===== src/rtl/pc_fetch.sv =====
// Instruction fetch stage: one-outstanding-request imem handshake, skid buffer and IF/ID register.
// Optional PC_MISALIGN_TRAP_EN adds a TRAP state for misaligned redirect targets.
module pc_fetch #(
  parameter logic [31:0] RESET_PC = 32'h0000_0000
) (
  input  logic        clk,
  input  logic        rstn,
  input  logic        redirect_valid,
  input  logic [31:0] redirect_pc,
  input  logic        stall,
  output logic        imem_req,
  output logic [31:0] imem_addr,
  input  logic        imem_gnt,
  input  logic        imem_rvalid,
  input  logic [31:0] imem_rdata,
  output logic        if_id_valid,
  output logic [31:0] if_id_pc,
  output logic [31:0] if_id_pcplus4,
  output logic [31:0] if_id_instr,
  output logic        fetch_trap
);

`ifdef PC_MISALIGN_TRAP_EN
  typedef enum logic [1:0] {
    S_REQ     = 2'd0,
    S_WAIT    = 2'd1,
    S_DISCARD = 2'd2,
    S_TRAP    = 2'd3
  } state_t;
`else
  typedef enum logic [1:0] {
    S_REQ     = 2'd0,
    S_WAIT    = 2'd1,
    S_DISCARD = 2'd2
  } state_t;
`endif

  state_t      r_state, w_state_nxt;
  logic [31:0] r_pc, w_pc_nxt;
  logic [31:0] r_req_pc, w_req_pc_nxt;
  logic        r_imem_req, w_imem_req_nxt;
  logic        r_skid_valid, w_skid_valid_nxt;
  logic [31:0] r_skid_instr, w_skid_instr_nxt;
  logic [31:0] r_skid_pc, w_skid_pc_nxt;
  logic        r_ifid_valid, w_ifid_valid_nxt;
  logic [31:0] r_ifid_pc, w_ifid_pc_nxt;
  logic [31:0] r_ifid_pcplus4, w_ifid_pcplus4_nxt;
  logic [31:0] r_ifid_instr, w_ifid_instr_nxt;
  logic [31:0] w_redir_pc;
  logic        w_accept;

`ifdef PC_MISALIGN_TRAP_EN
  logic        r_trap, w_trap_nxt;
  logic        w_misalign;
  assign w_misalign = |redirect_pc[1:0];
  assign w_redir_pc = redirect_pc;
  assign fetch_trap = r_trap;
`else
  // Without the trap, targets are silently word-aligned.
  assign w_redir_pc = redirect_pc & 32'hFFFF_FFFC;
  assign fetch_trap = 1'b0;
`endif

  assign w_accept      = r_imem_req & imem_gnt;
  assign imem_req      = r_imem_req;
  assign imem_addr     = r_pc;
  assign if_id_valid   = r_ifid_valid;
  assign if_id_pc      = r_ifid_pc;
  assign if_id_pcplus4 = r_ifid_pcplus4;
  assign if_id_instr   = r_ifid_instr;

  // Next-state, PC, skid and IF/ID update; redirect overrides everything else.
  always_comb begin
    w_state_nxt        = r_state;
    w_pc_nxt           = r_pc;
    w_req_pc_nxt       = r_req_pc;
    w_skid_valid_nxt   = r_skid_valid;
    w_skid_instr_nxt   = r_skid_instr;
    w_skid_pc_nxt      = r_skid_pc;
    w_ifid_valid_nxt   = r_ifid_valid;
    w_ifid_pc_nxt      = r_ifid_pc;
    w_ifid_pcplus4_nxt = r_ifid_pcplus4;
    w_ifid_instr_nxt   = r_ifid_instr;
`ifdef PC_MISALIGN_TRAP_EN
    w_trap_nxt         = r_trap;
`endif
    if (redirect_valid) begin
      w_pc_nxt         = w_redir_pc;
      w_ifid_valid_nxt = 1'b0;
      w_skid_valid_nxt = 1'b0;
`ifdef PC_MISALIGN_TRAP_EN
      if (w_misalign) begin
        w_state_nxt = S_TRAP;
        w_trap_nxt  = 1'b1;
      end else begin
        w_trap_nxt  = 1'b0;
`endif
        // Any request already accepted still owes a response that must be dropped.
        case (r_state)
          S_REQ:     w_state_nxt = w_accept    ? S_DISCARD : S_REQ;
          S_WAIT:    w_state_nxt = imem_rvalid ? S_REQ     : S_DISCARD;
          S_DISCARD: w_state_nxt = imem_rvalid ? S_REQ     : S_DISCARD;
          default:   w_state_nxt = S_REQ;
        endcase
`ifdef PC_MISALIGN_TRAP_EN
      end
`endif
    end else begin
      if (!stall) begin
        w_ifid_valid_nxt = 1'b0;
      end else begin
        w_ifid_valid_nxt = r_ifid_valid;
      end
      case (r_state)
        S_REQ: begin
          if (r_skid_valid && !stall) begin
            w_skid_valid_nxt   = 1'b0;
            w_ifid_valid_nxt   = 1'b1;
            w_ifid_pc_nxt      = r_skid_pc;
            w_ifid_pcplus4_nxt = r_skid_pc + 32'd4;
            w_ifid_instr_nxt   = r_skid_instr;
          end else begin
            w_skid_valid_nxt   = r_skid_valid;
          end
          if (w_accept) begin
            w_req_pc_nxt = r_pc;
            w_pc_nxt     = r_pc + 32'd4;
            w_state_nxt  = S_WAIT;
          end else begin
            w_state_nxt  = S_REQ;
          end
        end
        S_WAIT: begin
          if (imem_rvalid) begin
            if (!r_ifid_valid || !stall) begin
              w_ifid_valid_nxt   = 1'b1;
              w_ifid_pc_nxt      = r_req_pc;
              w_ifid_pcplus4_nxt = r_req_pc + 32'd4;
              w_ifid_instr_nxt   = imem_rdata;
            end else begin
              w_skid_valid_nxt   = 1'b1;
              w_skid_pc_nxt      = r_req_pc;
              w_skid_instr_nxt   = imem_rdata;
            end
            w_state_nxt = S_REQ;
          end else begin
            w_state_nxt = S_WAIT;
          end
        end
        S_DISCARD: w_state_nxt = imem_rvalid ? S_REQ : S_DISCARD;
`ifdef PC_MISALIGN_TRAP_EN
        S_TRAP: begin
          w_ifid_valid_nxt = 1'b0;
          w_state_nxt      = S_TRAP;
        end
`endif
        default: w_state_nxt = S_REQ;
      endcase
    end
    w_imem_req_nxt = (w_state_nxt == S_REQ) && !w_skid_valid_nxt;
  end

  // State and datapath registers; imem_req is registered so it stays low through reset.
  always_ff @(posedge clk or negedge rstn) begin
    if (!rstn) begin
      r_state        <= S_REQ;
      r_pc           <= RESET_PC;
      r_req_pc       <= 32'h0000_0000;
      r_imem_req     <= 1'b0;
      r_skid_valid   <= 1'b0;
      r_skid_instr   <= 32'h0000_0000;
      r_skid_pc      <= 32'h0000_0000;
      r_ifid_valid   <= 1'b0;
      r_ifid_pc      <= 32'h0000_0000;
      r_ifid_pcplus4 <= 32'h0000_0000;
      r_ifid_instr   <= 32'h0000_0000;
    end else begin
      r_state        <= w_state_nxt;
      r_pc           <= w_pc_nxt;
      r_req_pc       <= w_req_pc_nxt;
      r_imem_req     <= w_imem_req_nxt;
      r_skid_valid   <= w_skid_valid_nxt;
      r_skid_instr   <= w_skid_instr_nxt;
      r_skid_pc      <= w_skid_pc_nxt;
      r_ifid_valid   <= w_ifid_valid_nxt;
      r_ifid_pc      <= w_ifid_pc_nxt;
      r_ifid_pcplus4 <= w_ifid_pcplus4_nxt;
      r_ifid_instr   <= w_ifid_instr_nxt;
    end
  end

`ifdef PC_MISALIGN_TRAP_EN
  // Misaligned-target trap flag.
  always_ff @(posedge clk or negedge rstn) begin
    if (!rstn) begin
      r_trap <= 1'b0;
    end else begin
      r_trap <= w_trap_nxt;
    end
  end
`endif

endmodule


===== config.mk =====
export PLATFORM = sky130hd
export DESIGN_NAME = pc_fetch
export DESIGN_NICKNAME = d
export VERILOG_FILES = /design/src/rtl/pc_fetch.sv
export SDC_FILE = /design/constraint.sdc
export NUM_CORES = 1
export LEC_CHECK = 0
export BUFFER_PORTS_ARGS = -buffer_cell sky130_fd_sc_hd__buf_4
export CAP_MARGIN = 20
export CORE_ASPECT_RATIO = 1.25
export CORE_MARGIN = 2
export CORE_UTILIZATION = 40
export DETAILED_ROUTE_END_ITERATION = 10
export SYNTH_ARGS = -nofsm -noshare
export SYNTH_HDL_FRONTEND = slang
export SYNTH_SLANG_ARGS = --single-unit

===== constraint.sdc =====
create_clock -name clk -period 4.9 [get_ports clk]
set_clock_uncertainty 0.2 [all_clocks]
set_input_delay 0.49 -clock clk [delete_from_list [all_inputs] [get_ports clk]]
set_output_delay 0.49 -clock clk [all_outputs]
set_load 0.1 [all_outputs]

==> flow_summary.toml <==
[clocking]
cts_tree = "done"
htree_num_levels = 1
cts_buffers = 23
postCtsSetupBuffers = 0
cts_buffer_depth = 3
post_cts_resized = 0
clk_latency_ns = 0.50
numClockSinks = 219
path_clk_slew_ns = 0.06
root_buffer = "clkbuf_16"
ctsHoldBuffers = 28

[die]
die_h_um = 182
num_io_pins = 201
die_x_um = 147
core_area_um2 = 25100
num_rows = 65
die_area_um2 = 26800
initial_core_util_pct = 40.6

[timing]
fin_crit_ns = 3.25
slew_headroom_pct = 27.3
report.final.slew_viol_count = 0
fin_setup_tns_ns = 0
clock.fmax_mhz = 308
finalCritPeriodShare_pct = 66.4
hold_violations = 0
finalSetupViolations = 0
timing_worst_slew_pin_value_ns = 1.09
grt_setup_unrepaired = "false"

[cells_and_area]
antennaDiodeCount = 0
nFillCells = 2293
nets = 1188
final_common_cell = "dfrtp_1"
final_area_um2 = 12900
final_cell_mix = "dfrtp_1 (219), buf_4 (200), nand2_1 (142), o21ai_0 (106), mux2_2 (91)"
drive_gt1_share_pct = 31.3
synthToLayoutAreaGrowth_pct = 26.2

[global_routing]
grt_usage_pct = 17.2
grt_pass1_vias = 7182
grt_start_max_net_pins = 122
grt_antenna_before_repair = 0
overflow = 0
grt_pass1_wl_um = 38000

[detailed_routing]
vias = 7303
dr.pass1.iters = 4
drtIter0Drc = 302
wire_per_inst_um = 15.9
avgViaCountPerCell = 5.00
wl_um = 23200
drc = 0
ant_nets = 0

[power]
power_density_nw_per_um2 = 701
total_leakage_power_nw = 5.92
vdd_drop_max_uv = 380

[critical_path]
crit_path_max_incr_delay_ns = 0.66
crit_fanout = 51
required_ns = 5.11
crit_path_end_kind = "flop"
critPathLaunchType = "flop"
reg2reg_depth = 8
path_cells = "inv_1 > ha_4 > buf_4 > nand3_1 > a22oi_2 > nand3_2 > o31a_1 > o31ai_1"
critPathSlowestCell = "ha_4"
worst-setup-path-type = "reg2reg"
worstPathArrival_ns = 3.46

[synthesis]
seq_area_frac_synth_pct = 53.8
syn_area_um2 = 10200
ys.flop_type = "dfrtp_1"
synth-seq-cells = 219
async_flop_share_pct = 100
yosys_warnings = 0
synth.avg_cell_area_um2 = 11.2
synth_edf_count = 0
syn_inst = 913
yosysUniqueCellTypes = 63

[placement]
placed_area_um2 = 11900
gp_congestion = 0.758
port_buffers = 191
dp_hpwl_um = 16000

[run]
cap_violations = 0

[status]
status = "completed"

[min_path]
min_path_cells = 2
hp-class = "in2reg"
## power by group
part	switching, W	internal, W	total [W]
combinational	0.00353	0.000991	0.00452
sequential	0.000437	0.00235	0.00279
clock	0.000693	0.00101	0.00171
total	0.00466	0.00436	0.00902
## registers in the layout (all words and copies together) (netlist names)
name and count:
if_id_pc 30, imem_req 1, r_skid_instr 32, imem_addr 30
if_id_pcplus4 30, if_id_valid 1, r_skid_pc 30, r_skid_valid 1
r_req_pc 30, r_state 2, if_id_instr 32
## layout make-up
class	instances	area, µm²	area share [%]
multi-input combinational	627	4370	34.0
timing repair buffer	230	1820	14.1
inverter	11	41.3	0.321
clock buffer	33	683	5.31
tap	335	419	3.26
sequential	219	5480	42.6
clock inverter	5	53.8	0.418
## logic make-up after synthesis
logic type	count (synthesis)	synth area share, %
AOI/OAI and AO/OA	170	10.2
xor gates and xnor gates	41	3.52
adders and majority gates	6	0.736
buffers and inverters	73	3.85
DFF	219	53.8
muxes	147	15.6
other	1	0.0368
and+or+nand+nor	256	12.4
## synth_stat cells, drive strengths merged, types with 6 or more instances
cell type	instances	area share [%]
nor4	9	0.55
ha	6	0.74
xnor2	19	1.6
mux2i	56	5.5
inv	11	0.41
clkbuf	38	1.6
mux2	91	10
and2	7	0.43
o31a	7	0.60
a21oi	14	0.80
buf	24	1.9
o31ai	10	0.74
nand4	19	1.2
nor2	20	0.74
nor3	7	0.39
nand2	142	5.2
o21ai	106	5.2
nand3	18	0.93
dfrtp	219	54
xor2	22	1.9
## worst paths after layout
| path | startpoint | endpoint | slack (ns) |
|---|---|---|---|
| max | r_state[1] | if_id_pcplus4[26] | 1.65 |
| min | redirect_pc[30] | imem_addr[30] | 0.02 |
| max reg2reg | r_state[1] | if_id_pcplus4[26] | 1.65 |
| min reg2reg | if_id_pcplus4[11] | if_id_pcplus4[11] | 0.28 |
| max in group asynchronous | rstn | if_id_pc[9] | 2.88 |
| min in group asynchronous | rstn | if_id_pc[26] | 0.47 |
## layer usage
layer  track usage (%)  share of wire (%)  vias to the layer above
met5                 0                  0                        -
met4              3.03                1.3                        0
met3              2.70                4.5                       22
met2              28.9                 47                      160
met1              23.9                 47                     3505
li1                  -                  -                     3616
## metrics by stage
| stage | total power, W | hold WS, ns | setup WS [ns] | std cells | utilization (%) |
|---|---|---|---|---|---|
| final | 0.00902 | 0.0225 | 1.65 | 1460 | 51.2 |
| after global routing | 0.00944 | 0.0154 | 1.34 | 1460 | 51.2 |
| after CTS | 0.00911 | 0.00579 | 1.59 | 1460 | 51.2 |
| after detailed placement | 0.00736 | 0.271 | 1.61 | 1394 | 47.2 |
| after global placement | 0.00731 | 0.264 | 1.66 | 1394 | 47.2 |
| after floorplan | 0.00631 | -0.00559 | 2.08 | 919 | - |
## worst max-delay path, delay by kind of cell (launching register included)
kind,cells,cell delay [ns]
AO/OA/AOI/OAI,3,0.87
adder cells (fa/ha/maj),1,0.66
AND/OR/NAND/NOR,2,0.48
buffers and inverters,2,0.52
flip-flops,1,0.40
(Power assumes the default switching activity.)
